==> config.mk <==
export PLATFORM = sky130hd
export DESIGN_NAME = kmi_line_sequencer
export DESIGN_NICKNAME = d
export VERILOG_FILES = /design/src/rtl/kmi_pkg.sv /design/src/rtl/kmi_sync2.sv /design/src/rtl/kmi_line_sequencer.sv
export SDC_FILE = /design/constraint.sdc
export NUM_CORES = 1
export LEC_CHECK = 0
export ABC_AREA = 0
export CELL_PAD_IN_SITES_DETAIL_PLACEMENT = 1
export CELL_PAD_IN_SITES_GLOBAL_PLACEMENT = 2
export CORE_AREA = 2 2 63 95
export DETAILED_ROUTE_END_ITERATION = 8
export DIE_AREA = 0 0 65 97
export DONT_BUFFER_PORTS = 1
export GPL_TIMING_DRIVEN = 0
export HOLD_SLACK_MARGIN = 0.02
export PLACE_DENSITY = 0.64
export RECOVER_POWER = 100
export SETUP_SLACK_MARGIN = 0.05
export SLEW_MARGIN = 25
export SYNTH_ARGS = -nofsm -noshare
export SYNTH_HDL_FRONTEND = slang
export SYNTH_SLANG_ARGS = --single-unit
==> constraint.sdc <==
create_clock -name ref_clk -period 3 [get_ports ref_clk]
set_input_delay 0.6 -clock ref_clk [delete_from_list [all_inputs] [get_ports ref_clk]]
set_output_delay 0.6 -clock ref_clk [all_outputs]
set_load 0.1 [all_outputs]
==> src/rtl/kmi_pkg.sv <==
// Shared types and default timing constants for the KMI line sequencer.
`timescale 1ns/1ps
package kmi_pkg;

  // State encodings are visible on the status port, so the values are fixed
  typedef enum logic [2:0] {
    IDLE    = 3'd0,
    RX      = 3'd1,
    INHIBIT = 3'd2,
    RTS     = 3'd3,
    TX      = 3'd4,
    RECOVER = 3'd5
  } kmi_seq_state_t;

  // Defaults for an 8 MHz reference clock: 100 us inhibit, 2 us RTS, 2 ms timeout
  localparam int KMI_INHIBIT_CYCLES = 800;
  localparam int KMI_RTS_CYCLES     = 16;
  localparam int KMI_TIMEOUT_CYCLES = 16000;
  localparam int KMI_CNT_W          = 16;

endpackage

==> src/rtl/kmi_sync2.sv <==
// Two-flop synchronizer for a single asynchronous level, with a selectable
// reset value so an idle-high line does not read as active out of reset.
`timescale 1ns/1ps
module kmi_sync2 #(
  parameter logic RESET_VAL = 1'b1
) (
  input  logic i_clk,
  input  logic i_rst_n,
  input  logic i_d,
  output logic o_q
);

  logic r_meta;
  logic r_sync;

  // Two back-to-back flops give the first stage a full cycle to settle
  always_ff @(posedge i_clk or negedge i_rst_n) begin
    if (!i_rst_n) begin
      r_meta <= RESET_VAL;
      r_sync <= RESET_VAL;
    end else begin
      r_meta <= i_d;
      r_sync <= r_meta;
    end
  end

  assign o_q = r_sync;

endmodule

==> src/rtl/kmi_line_sequencer.sv <==
// KMI line sequencer: owns the shared clock/data lines, arbitrates between
// device-initiated receive and host-initiated transmit, runs the host
// request-to-send sequence and waits for the line to recover afterwards.
// Build option: define KMI_WATCHDOG_EN to enable the RX/TX timeout abort;
// without it RX and TX wait indefinitely and tx_err/rx_timeout stay 0.
`timescale 1ns/1ps
module kmi_line_sequencer
  import kmi_pkg::*;
#(
  parameter int INHIBIT_CYCLES = KMI_INHIBIT_CYCLES,
  parameter int RTS_CYCLES     = KMI_RTS_CYCLES,
  parameter int TIMEOUT_CYCLES = KMI_TIMEOUT_CYCLES,
  parameter int CNT_W          = KMI_CNT_W
) (
  input  logic       ref_clk,
  input  logic       nreset,
  input  logic       tx_req,
  output logic       tx_start,
  input  logic       tx_done,
  output logic       tx_ack,
  output logic       tx_err,
  output logic       rx_en,
  input  logic       rx_busy,
  input  logic       rx_done,
  output logic       rx_timeout,
  input  logic       clk_in,
  output logic       nclk_en,
  output logic       ndata_rts,
  output logic [2:0] state_o
);

  // The counter is loaded with N-1 on entry so a state lasts exactly N cycles
  localparam logic [CNT_W-1:0] C_INHIBIT = CNT_W'(INHIBIT_CYCLES - 1);
  localparam logic [CNT_W-1:0] C_RTS     = CNT_W'(RTS_CYCLES - 1);
  localparam logic [CNT_W-1:0] C_TIMEOUT = CNT_W'(TIMEOUT_CYCLES - 1);

  kmi_seq_state_t   r_state;
  logic [CNT_W-1:0] r_cnt;
  logic             r_nclk_en;
  logic             r_ndata_rts;
  logic             r_rx_en;
  logic             r_tx_start;
  logic             r_tx_ack;
  logic             r_tx_err;
  logic             r_rx_timeout;
  logic             w_clk_sync;
  logic             w_cnt_zero;
  logic             w_expired;

  kmi_sync2 #(
    .RESET_VAL(1'b1)
  ) u_clk_sync (
    .i_clk  (ref_clk),
    .i_rst_n(nreset),
    .i_d    (clk_in),
    .o_q    (w_clk_sync)
  );

  assign w_cnt_zero = (r_cnt == '0);

`ifdef KMI_WATCHDOG_EN
  assign w_expired = w_cnt_zero;
`else
  assign w_expired = 1'b0;
`endif

  // Sequencer FSM: state, shared down-counter and all registered outputs
  always_ff @(posedge ref_clk or negedge nreset) begin
    if (!nreset) begin
      r_state      <= IDLE;
      r_cnt        <= '0;
      r_nclk_en    <= 1'b1;
      r_ndata_rts  <= 1'b1;
      r_rx_en      <= 1'b0;
      r_tx_start   <= 1'b0;
      r_tx_ack     <= 1'b0;
      r_tx_err     <= 1'b0;
      r_rx_timeout <= 1'b0;
    end else begin
      r_tx_start   <= 1'b0;
      r_tx_ack     <= 1'b0;
      r_tx_err     <= 1'b0;
      r_rx_timeout <= 1'b0;
      if (!w_cnt_zero) begin
        r_cnt <= r_cnt - CNT_W'(1);
      end
      case (r_state)
        IDLE: begin
          r_rx_en     <= 1'b1;
          r_nclk_en   <= 1'b1;
          r_ndata_rts <= 1'b1;
          if (rx_busy) begin
            r_state <= RX;
            r_cnt   <= C_TIMEOUT;
          end else if (tx_req) begin
            r_state   <= INHIBIT;
            r_cnt     <= C_INHIBIT;
            r_rx_en   <= 1'b0;
            r_nclk_en <= 1'b0;
          end
        end
        RX: begin
          if (rx_done) begin
            r_state <= IDLE;
          end else if (w_expired) begin
            r_state      <= RECOVER;
            r_cnt        <= C_RTS;
            r_rx_en      <= 1'b0;
            r_rx_timeout <= 1'b1;
          end
        end
        INHIBIT: begin
          if (w_cnt_zero) begin
            r_state     <= RTS;
            r_cnt       <= C_RTS;
            r_ndata_rts <= 1'b0;
          end
        end
        RTS: begin
          if (w_cnt_zero) begin
            r_state     <= TX;
            r_cnt       <= C_TIMEOUT;
            r_nclk_en   <= 1'b1;
            r_ndata_rts <= 1'b1;
            r_tx_start  <= 1'b1;
          end
        end
        TX: begin
          if (tx_done) begin
            r_state  <= RECOVER;
            r_cnt    <= C_RTS;
            r_tx_ack <= 1'b1;
          end else if (w_expired) begin
            r_state  <= RECOVER;
            r_cnt    <= C_RTS;
            r_tx_ack <= 1'b1;
            r_tx_err <= 1'b1;
          end
        end
        RECOVER: begin
          if (!w_clk_sync) begin
            r_cnt <= C_RTS;
          end else if (w_cnt_zero) begin
            r_state <= IDLE;
            r_rx_en <= 1'b1;
          end
        end
        default: begin
          r_state     <= IDLE;
          r_nclk_en   <= 1'b1;
          r_ndata_rts <= 1'b1;
          r_rx_en     <= 1'b0;
        end
      endcase
    end
  end

  assign nclk_en    = r_nclk_en;
  assign ndata_rts  = r_ndata_rts;
  assign rx_en      = r_rx_en;
  assign tx_start   = r_tx_start;
  assign tx_ack     = r_tx_ack;
  assign tx_err     = r_tx_err;
  assign rx_timeout = r_rx_timeout;
  assign state_o    = r_state;

endmodule

==> results.txt, run 1 <==
I/O pin count: 17
Xor/xnor share of the synthesized area: 5.52%
Drt pass-1 iters: 4
Setup WS pre-CTS: 383 ps
Vias/cell: 5.30
Synth Area per Inst: 9.01 um^2
Setup TNS: 0 ps
Clk_lat worst skew: 270 ps
Num rows: 33
Sequential Power Share: 61.5%
Pint: 0.447 mW
Total wire length: 4780 um
Switching power: 0.127 mW
Net Sw Frac: 22.2%
Main combinational cell family by area after synthesis: simple AND/OR/NAND/NOR gates
Crit. End Element: register
Setup Crit Path Kind: reg2reg
Mapped cell area: 0.00159 mm^2
Final Hold Vio Count: 0
Hold Crit Class: in2async
Grt total ovfl: 0
Routing usage on met1: 18.8%
Width of the chip: 65 um
Port bufs: 0
Met2 global-route usage: 31.6%
Distinct cells, synth: 46
Total core area: 0.00541 mm^2
Max Transition Viols Final: 0
Outcome: finished clean
Cells after Synth: 176
Via Count: 1330
F_max: 0.378 GHz
Dominant synthesized flop cell: dfrtp_1
Htree depth: 1
Unrepaired setup endpoints after global routing: no
DP Wirelength: 3670 um
Mux share of post-synthesis cell area: 1.26%
Starting Density: 29.3%
Final setup fails: 0
Pwr dens: 333 mW/mm^2
Starting DRT DRC Count: 25
Ys async rst share: 100%
Root Driver: clkbuf_8
Worst-Margin Slew: 1270 ps
Final ANT Viol Nets: 0
# diodes: 0
CTS tree: done
Critical Path AT: 2780 ps
Final period util: 88.3%
Critical path peak fanout: 10
Clk_skew: 3.32 ps
Worst setup margin: 352 ps
Die Y: 97 um
Number of setup buffers added after CTS: 0
Fillers: 627
Synthesis warning total: 0
Leak: 0.630 nW
Critical Path Source Type: register
WL per Instance: 19.1 um
Initial antenna violation count: 0
Post-synth EDFFs: 0
Layout cell share with drive strength beyond 1: 9.94%
CTS buffer count: 3
Final min period: 2650 ps
Req. time, crit path: 3130 ps
Clock power frac: 34.2%
Sequential share of the synthesized area: 41.4%
CTS max path bufs: 2
Die Area: 0.00631 mm^2
Number of global-route vias before repair: 1513
Relative slew margins: 15.5%
Routability cong.: 0.807
GRT Max-Usage Layer: met2
Area delta synth->final: 8.60%
Gr usage total: 16.7%
Post-synthesis compound-gate area fraction: 18.5%
First-pass GRT wire length: 8030 um
Synth Area in Simple Gates: 26.5%
Number of max-cap violations: 0
Post-Synth Adder-Cell Area: 1.58%
#FFs+latches synth: 26
CTS Sinks: 26
Comb pwr share: 4.2%
Post-route DRC violation count: 0
Max rail drop VDD: 170 uV
Clock-pin slew on the worst setup and hold paths: 90 ps
Nets: 192
GR Layer Usage met3: 2.21%
Largest net degree at the start of global routing: 23
## power groups by stage
stage | Clock (mW) | Combinational, mW | Sequential, mW
global route | 0.216 | 0.0264 | 0.354
finish | 0.197 | 0.0242 | 0.353
detailed placement | 0 | 0.0177 | 0.360
floorplan | 0 | 0.0166 | 0.360
CTS | 0.207 | 0.0274 | 0.354
global placement | 0 | 0.0178 | 0.360
## metal layers
metal	vias up	part of all wire, %
met5	-	0
met4	0	1.1
met3	4	2.0
met2	19	57
met1	672	40
li1	635	-
## registers in the layout, summed over array words and instances, names as in the netlist
signal	cells
u_clk_sync.r_meta	1
tx_ack	1
ndata_rts	1
tx_start	1
nclk_en	1
state_o	3
u_clk_sync.o_q	1
rx_en	1
r_cnt	16
## stage by stage
step                      cells  area, um^2  hold WS [ps]  utilization [%]  total power [mW]
after floorplan             177        1590           304                -             0.377
after global placement      247        1680           305             31.0             0.378
after detailed placement    247        1680           306             31.0             0.378
after CTS                   251        1740           131             32.1             0.588
after global routing        251        1720           146             31.8             0.596
final                       251        1720           163             31.8             0.574
## layout make-up
type	count	area, um^2	area share [%]
Inverter	5	18.8	1.09
Tap cell	70	87.6	5.09
Clock buffer	3	41.3	2.40
Buffer	9	61.3	3.56
Timing Repair Buffer	1	3.75	0.218
Sequential cell	26	656	38.1
Multi-Input combinational cell	137	853	49.6
## synth_stat cells, drive strengths merged (2+ instances only)
cell type  instances  share of area, %
a21o               3               1.4
o21bai             3               1.4
inv                5               1.2
mux2i              2               1.3
o21ai             15               4.7
nor3              10               3.5
nand2b             5               2.0
dfstp              4               6.6
nor2              11               2.6
nand2             15               3.6
or2                2              0.79
o21a               3               1.4
nand4              3               1.2
nor4               4               3.3
nand3              6               1.9
or3                4               1.9
xor2               6               3.3
buf                2              0.95
clkbuf             7               2.9
ha                 2               1.6
nor2b              4               1.6
xnor2              4               2.2
dfrtp             22                35
o211ai             2              0.95
a31oi              2              0.79
a21oi             16               5.3
## worst max-delay path: stages (launching register included)
cell and delay, ps:
dfrtp_1 970, clkbuf_1 430, nor2b_1 370, o21ai_0 200, a21oi_1 440, a21oi_1 90
## final timing paths
path,from,to,slack (ps),cells after the start
max in group asynchronous,nreset,r_cnt[6]$_DFF_PN0_,1670,1
min,nreset,u_clk_sync.o_q$_DFF_PN1_,160,0
max reg2reg,state_o[1]$_DFFE_PN0P_,r_cnt[11]$_DFF_PN0_,350,5
max,state_o[1]$_DFFE_PN0P_,r_cnt[11]$_DFF_PN0_,350,5
min in group ref_clk,clk_in,u_clk_sync.r_meta$_DFF_PN1_,320,0
min reg2reg,u_clk_sync.r_meta$_DFF_PN1_,u_clk_sync.o_q$_DFF_PN1_,360,0
## kinds of logic (layout without fill, tap and decap cells)
logic type,count (synthesis),after routing
simple gates,72,72
compound gates,49,49
flops,26,26
buf+inv,14,18
xor+xnor,10,10
fa+ha+maj,2,2
mux,2,2
other cells,1,2
## repair_timing
action / 4_1_cts / 5_1_grt
hold buffers: 1 / 0
resized for setup: 0 / 0
hold endpoints to repair: 22 / 0
## cell usage in the layout (no fill, tap or decap), types with 3 or more instances in the layout
master / synthesis / final
dfrtp_1: 22 / 22
nand2_1: 15 / 15
o21ai_0: 15 / 15
a21oi_1: 15 / 15
nor2_1: 11 / 11
nor3_1: 9 / 9
clkbuf_1: 5 / 6
xor2_1: 6 / 6
nand3_1: 6 / 6
inv_1: 5 / 5
nand2b_1: 5 / 5
clkbuf_8: 2 / 5
nor2b_1: 4 / 4
xnor2_1: 4 / 4
or3_1: 3 / 3
nand4_1: 3 / 3
a21o_1: 3 / 3
o21bai_1: 3 / 3
o21a_1: 3 / 3
(Power assumes the default switching activity.)
==> run 2: changes to the inputs <==
CTS_BUF_LIST = sky130_fd_sc_hd__clkbuf_16   (was default)
==> results.txt, run 2 (synthesis gave the netlist of run 1 again) <==
Post-CTS resize count: 0
Final cell count without fillers: 250
Nets: 191
Clk_skew: 2.48 ps
Max rail drop VDD: 170 uV
Largest stage delay on the critical path: 970 ps
Max Transition Viols Final: 0
WL per Instance: 18.7 um
Htree depth: 1
Critical Path Source Type: register
Relative slew margins: 30.3%
Clock-pin slew on the worst setup and hold paths: 60 ps
CTS Sinks: 26
Routability cong.: 0.807
Post-layout util: 32.4%
Total core area: 0.00541 mm^2
# diodes: 0
Flip-flop count of the largest register after layout: 16
Dpl cells: 247
Gr usage total: 16.2%
Vias/cell: 5.29
CP top delay family: flip-flops
Critical Path AT: 2760 ps
Starting DRT DRC Count: 22
Final setup fails: 0
Die Y: 97 um
Critical path peak fanout: 10
Final period util: 88.0%
Commonest non-fill, non-tap cells in the layout: 22 x dfrtp_1, 15 x nand2_1, 15 x o21ai_0, 15 x a21oi_1, 11 x nor2_1
Hold Crit Class: in2async
Design Power: 0.664 mW
Setup Crit Path Kind: reg2reg
Post-route DRC violation count: 0
Width of the chip: 65 um
Final ANT Viol Nets: 0
F_max: 0.379 GHz
Unrepaired setup endpoints after global routing: no
Hold_ws: 31.9 ps
Clk_lat worst skew: 260 ps
CTS buffer count: 3
Worst path buffer plus inverter count: 1
Crit. End Element: register
Number of setup buffers added after CTS: 0
Cell Chain, Critical Path: clkbuf_1 > nor2b_1 > o21ai_0 > a21oi_1 > a21oi_1
Port bufs: 0
CTS Hold Bufs: 0
Die Area: 0.00631 mm^2
Number of global-route vias before repair: 1510
Total wire length: 4660 um
CTS max path bufs: 2
Area delta synth->final: 10.5%
I/O pin count: 17
DP Wirelength: 3670 um
Fillers: 625
Largest register by flop count: r_cnt
Final Hold Vio Count: 0
Pwr dens: 379 mW/mm^2
Final min period: 2640 ps
Crit-path slowest cell: dfrtp_1
Outcome: finished clean
Starting Density: 29.3%
Grt total ovfl: 0
Req. time, crit path: 3120 ps
Leak: 0.644 nW
Root Driver: clkbuf_16
Initial antenna violation count: 0
Most common cell on crit path: a21oi_1
Worst-Margin Slew: 1050 ps
Num rows: 33
Drt pass-1 iters: 4
CTS tree: done
Number of max-cap violations: 0
Most common cell after layout, fill and taps aside: dfrtp_1
Via Count: 1323
Setup TNS: 0 ps
Largest net degree at the start of global routing: 27
Layout cell share with drive strength beyond 1: 10.0%
First-pass GRT wire length: 7860 um
## run 2: where the power goes
group | total, mW | internal, mW | switching [mW]
Sequential | 0.354 | 0.353 | 0.000783
Combinational | 0.0180 | 0.00393 | 0.0141
Clock | 0.292 | 0.177 | 0.116
Total | 0.664 | 0.534 | 0.131
## run 2: area by class of cell
cell class,count,area [um^2],area share (%)
tap,70,87.6,5.00
multi-input combinational,137,853,48.7
buffer,9,61.3,3.50
sequential,26,656,37.4
clock buffer,3,75.1,4.29
inverter,5,18.8,1.07
## run 2: metal layers
| metal | share of wire (%) | routed length (um) | GRT usage, % |
|---|---|---|---|
| met1 | 39 | 1830 | 17.7 |
| met2 | 58 | 2700 | 31.1 |
| met3 | 2.1 | 98 | 2.21 |
| met4 | 0.81 | 38 | 4.42 |
| met5 | 0 | 0 | 0 |
## run 2: final timing paths
check / startpoint / endpoint / slack, ps / cells past startpoint
setup / recovery: state_o[1]$_DFFE_PN0P_ / r_cnt[11]$_DFF_PN0_ / 360 / 5
hold / removal: nreset / tx_ack$_DFF_PN0_ / 30 / 0
min in group ref_clk: clk_in / u_clk_sync.r_meta$_DFF_PN1_ / 330 / 0
hold reg to reg: u_clk_sync.r_meta$_DFF_PN1_ / u_clk_sync.o_q$_DFF_PN1_ / 360 / 0
setup reg to reg: state_o[1]$_DFFE_PN0P_ / r_cnt[11]$_DFF_PN0_ / 360 / 5
max in group asynchronous: nreset / nclk_en$_DFFE_PN1P_ / 2800 / 0
## run 2: worst register-to-register path, stage by stage (launching register included)
cell	delay, ps
dfrtp_1	970
clkbuf_1	430
nor2b_1	370
o21ai_0	200
a21oi_1	440
a21oi_1	90
## run 2: per-stage QoR
stage | instance area (um^2) | worst slack (ps)
floorplan | 1590 | 886
global placement | 1680 | 377
detailed placement | 1680 | 383
CTS | 1750 | 361
global route | 1750 | 150
finish | 1750 | 361
==> run 3: changes to the inputs <==
REMOVE_ABC_BUFFERS = 1   (was default)
==> results.txt, run 3 (synthesis gave the netlist of run 1 again) <==
Max rail drop VDD: 226 uV
Flip-flop count of the largest register after layout: 16
Leak: 0.631 nW
Total core area: 0.00541 mm^2
Setup TNS: 0 ps
CTS max path bufs: 2
Grt total ovfl: 0
Via Count: 1308
Final ANT Viol Nets: 0
Initial antenna violation count: 0
Area taken by multi-input logic gates: 853 um^2
Clk_skew: 3.91 ps
Port bufs: 0
Area delta synth->final: 9.39%
First-pass GRT wire length: 7270 um
Post-route DRC violation count: 0
Number of global-route vias before repair: 1424
Final setup fails: 0
Number of setup buffers added after CTS: 0
Max Transition Viols Final: 0
Largest register by flop count: r_cnt
Drt pass-1 iters: 4
Total wire length: 4550 um
Most common cell after layout, fill and taps aside: dfrtp_1
Outcome: finished clean
Clk_lat worst skew: 260 ps
Commonest non-fill, non-tap cells in the layout: 22 x dfrtp_1, 15 x nand2_1, 15 x o21ai_0, 15 x a21oi_1, 11 x nor2_1
Clock power frac: 43.8%
Comb pwr share: 3.6%
Starting Density: 29.3%
Hold_ws: 179 ps
Unrepaired setup endpoints after global routing: no
WL per Instance: 18.6 um
Number of max-cap violations: 0
Fillers: 631
Switching power: 0.137 mW
Nets: 185
Clock-pin slew on the worst setup and hold paths: 60 ps
I/O pin count: 17
Critical Path Source Type: register
Critical path peak fanout: 6
Htree depth: 1
Routability cong.: 0.800
Gr usage total: 14.9%
Root Driver: clkbuf_16
Reg2reg end: r_cnt[3]$_DFF_PN0_
Final min period: 2610 ps
Die Y: 97 um
F_max: 0.383 GHz
Vias/cell: 5.34
Critical Path AT: 2810 ps
Pwr dens: 388 mW/mm^2
Reg2Reg Setup Slack: 390 ps
DP Wirelength: 3390 um
Setup Crit Path Kind: reg2reg
CTS buffer count: 3
Req. time, crit path: 3200 ps
Reg2reg start: r_cnt[0]$_DFF_PN0_
CTS Sinks: 26
Starting DRT DRC Count: 19
Worst-Margin Slew: 1460 ps
Net Sw Frac: 20.4%
Hold Crit Class: in2async
Worst R2R Path Depth: 7
CTS tree: done
Sequential Power Share: 52.6%
Layout cell share with drive strength beyond 1: 8.57%
# diodes: 0
Final period util: 87.0%
Relative slew margins: 2.63%
Crit. End Element: register
Largest net degree at the start of global routing: 27
Width of the chip: 65 um
Pint: 0.535 mW
Seq. cell area: 656 um^2
Final Hold Vio Count: 0
Num rows: 33
Die Area: 0.00631 mm^2
run 3: how the worst max path moves through the flow:
stage / slack (ps) / to / start
detailed placement: 430 / r_cnt[3]$_DFF_PN0_ / r_cnt[0]$_DFF_PN0_
global route: 280 / r_cnt[11]$_DFF_PN0_ / state_o[1]$_DFFE_PN0P_
floorplan: 780 / r_cnt[3]$_DFF_PN0_ / state_o[2]$_DFFE_PN0P_
finish: 390 / r_cnt[3]$_DFF_PN0_ / r_cnt[0]$_DFF_PN0_
CTS: 410 / r_cnt[3]$_DFF_PN0_ / r_cnt[0]$_DFF_PN0_
global placement: 290 / r_cnt[3]$_DFF_PN0_ / state_o[2]$_DFFE_PN0P_
run 3: area by class of cell:
class | count | area share [%]
clock buffers | 3 | 4.33
clock inverters | 1 | 0.216
inverters | 5 | 1.08
multi-input cells | 137 | 49.2
flip-flops and latches | 26 | 37.8
well taps | 70 | 5.05
repair buffers | 3 | 2.31
run 3: through the flow:
step / setup slack, ps / area, um^2 / power [mW] / cells / util, %
after floorplan: 783 / 1530 / 0.375 / 168 / -
after global placement: 286 / 1620 / 0.376 / 238 / 29.9
after detailed placement: 431 / 1640 / 0.376 / 239 / 30.3
after CTS: 410 / 1720 / 0.681 / 243 / 31.8
after global routing: 280 / 1730 / 0.702 / 245 / 32.1
final: 390 / 1730 / 0.672 / 245 / 32.1
run 3: critical path: stages (launching register included):
cell and delay [ps]:
dfrtp_1 420, inv_1 70, ha_1 200, nor3b_1 670, and3_1 350, nand2_1 130
o21ai_0 510, or2_2 210
run 3: power by group through the flow:
stage / registers (mW) / clock network (mW) / logic, mW
final: 0.354 / 0.294 / 0.0241
after global placement: 0.360 / 0 / 0.0159
after floorplan: 0.360 / 0 / 0.0145
after global routing: 0.354 / 0.322 / 0.0263
after CTS: 0.354 / 0.311 / 0.0159
after detailed placement: 0.360 / 0 / 0.0159
run 3: what timing repair did:
action                    in CTS  in global routing
gates resized for setup        0                  0
hold endpoints to repair       0                 10
hold buffers                   0                  2
run 3: metal layers:
layer	up-vias	GRT usage, %	wire (um)
met2	18	27.1	2530
met3	7	2.44	116
li1	623	-	-
met4	0	5.73	123
met1	660	16.8	1780
met5	-	0	0
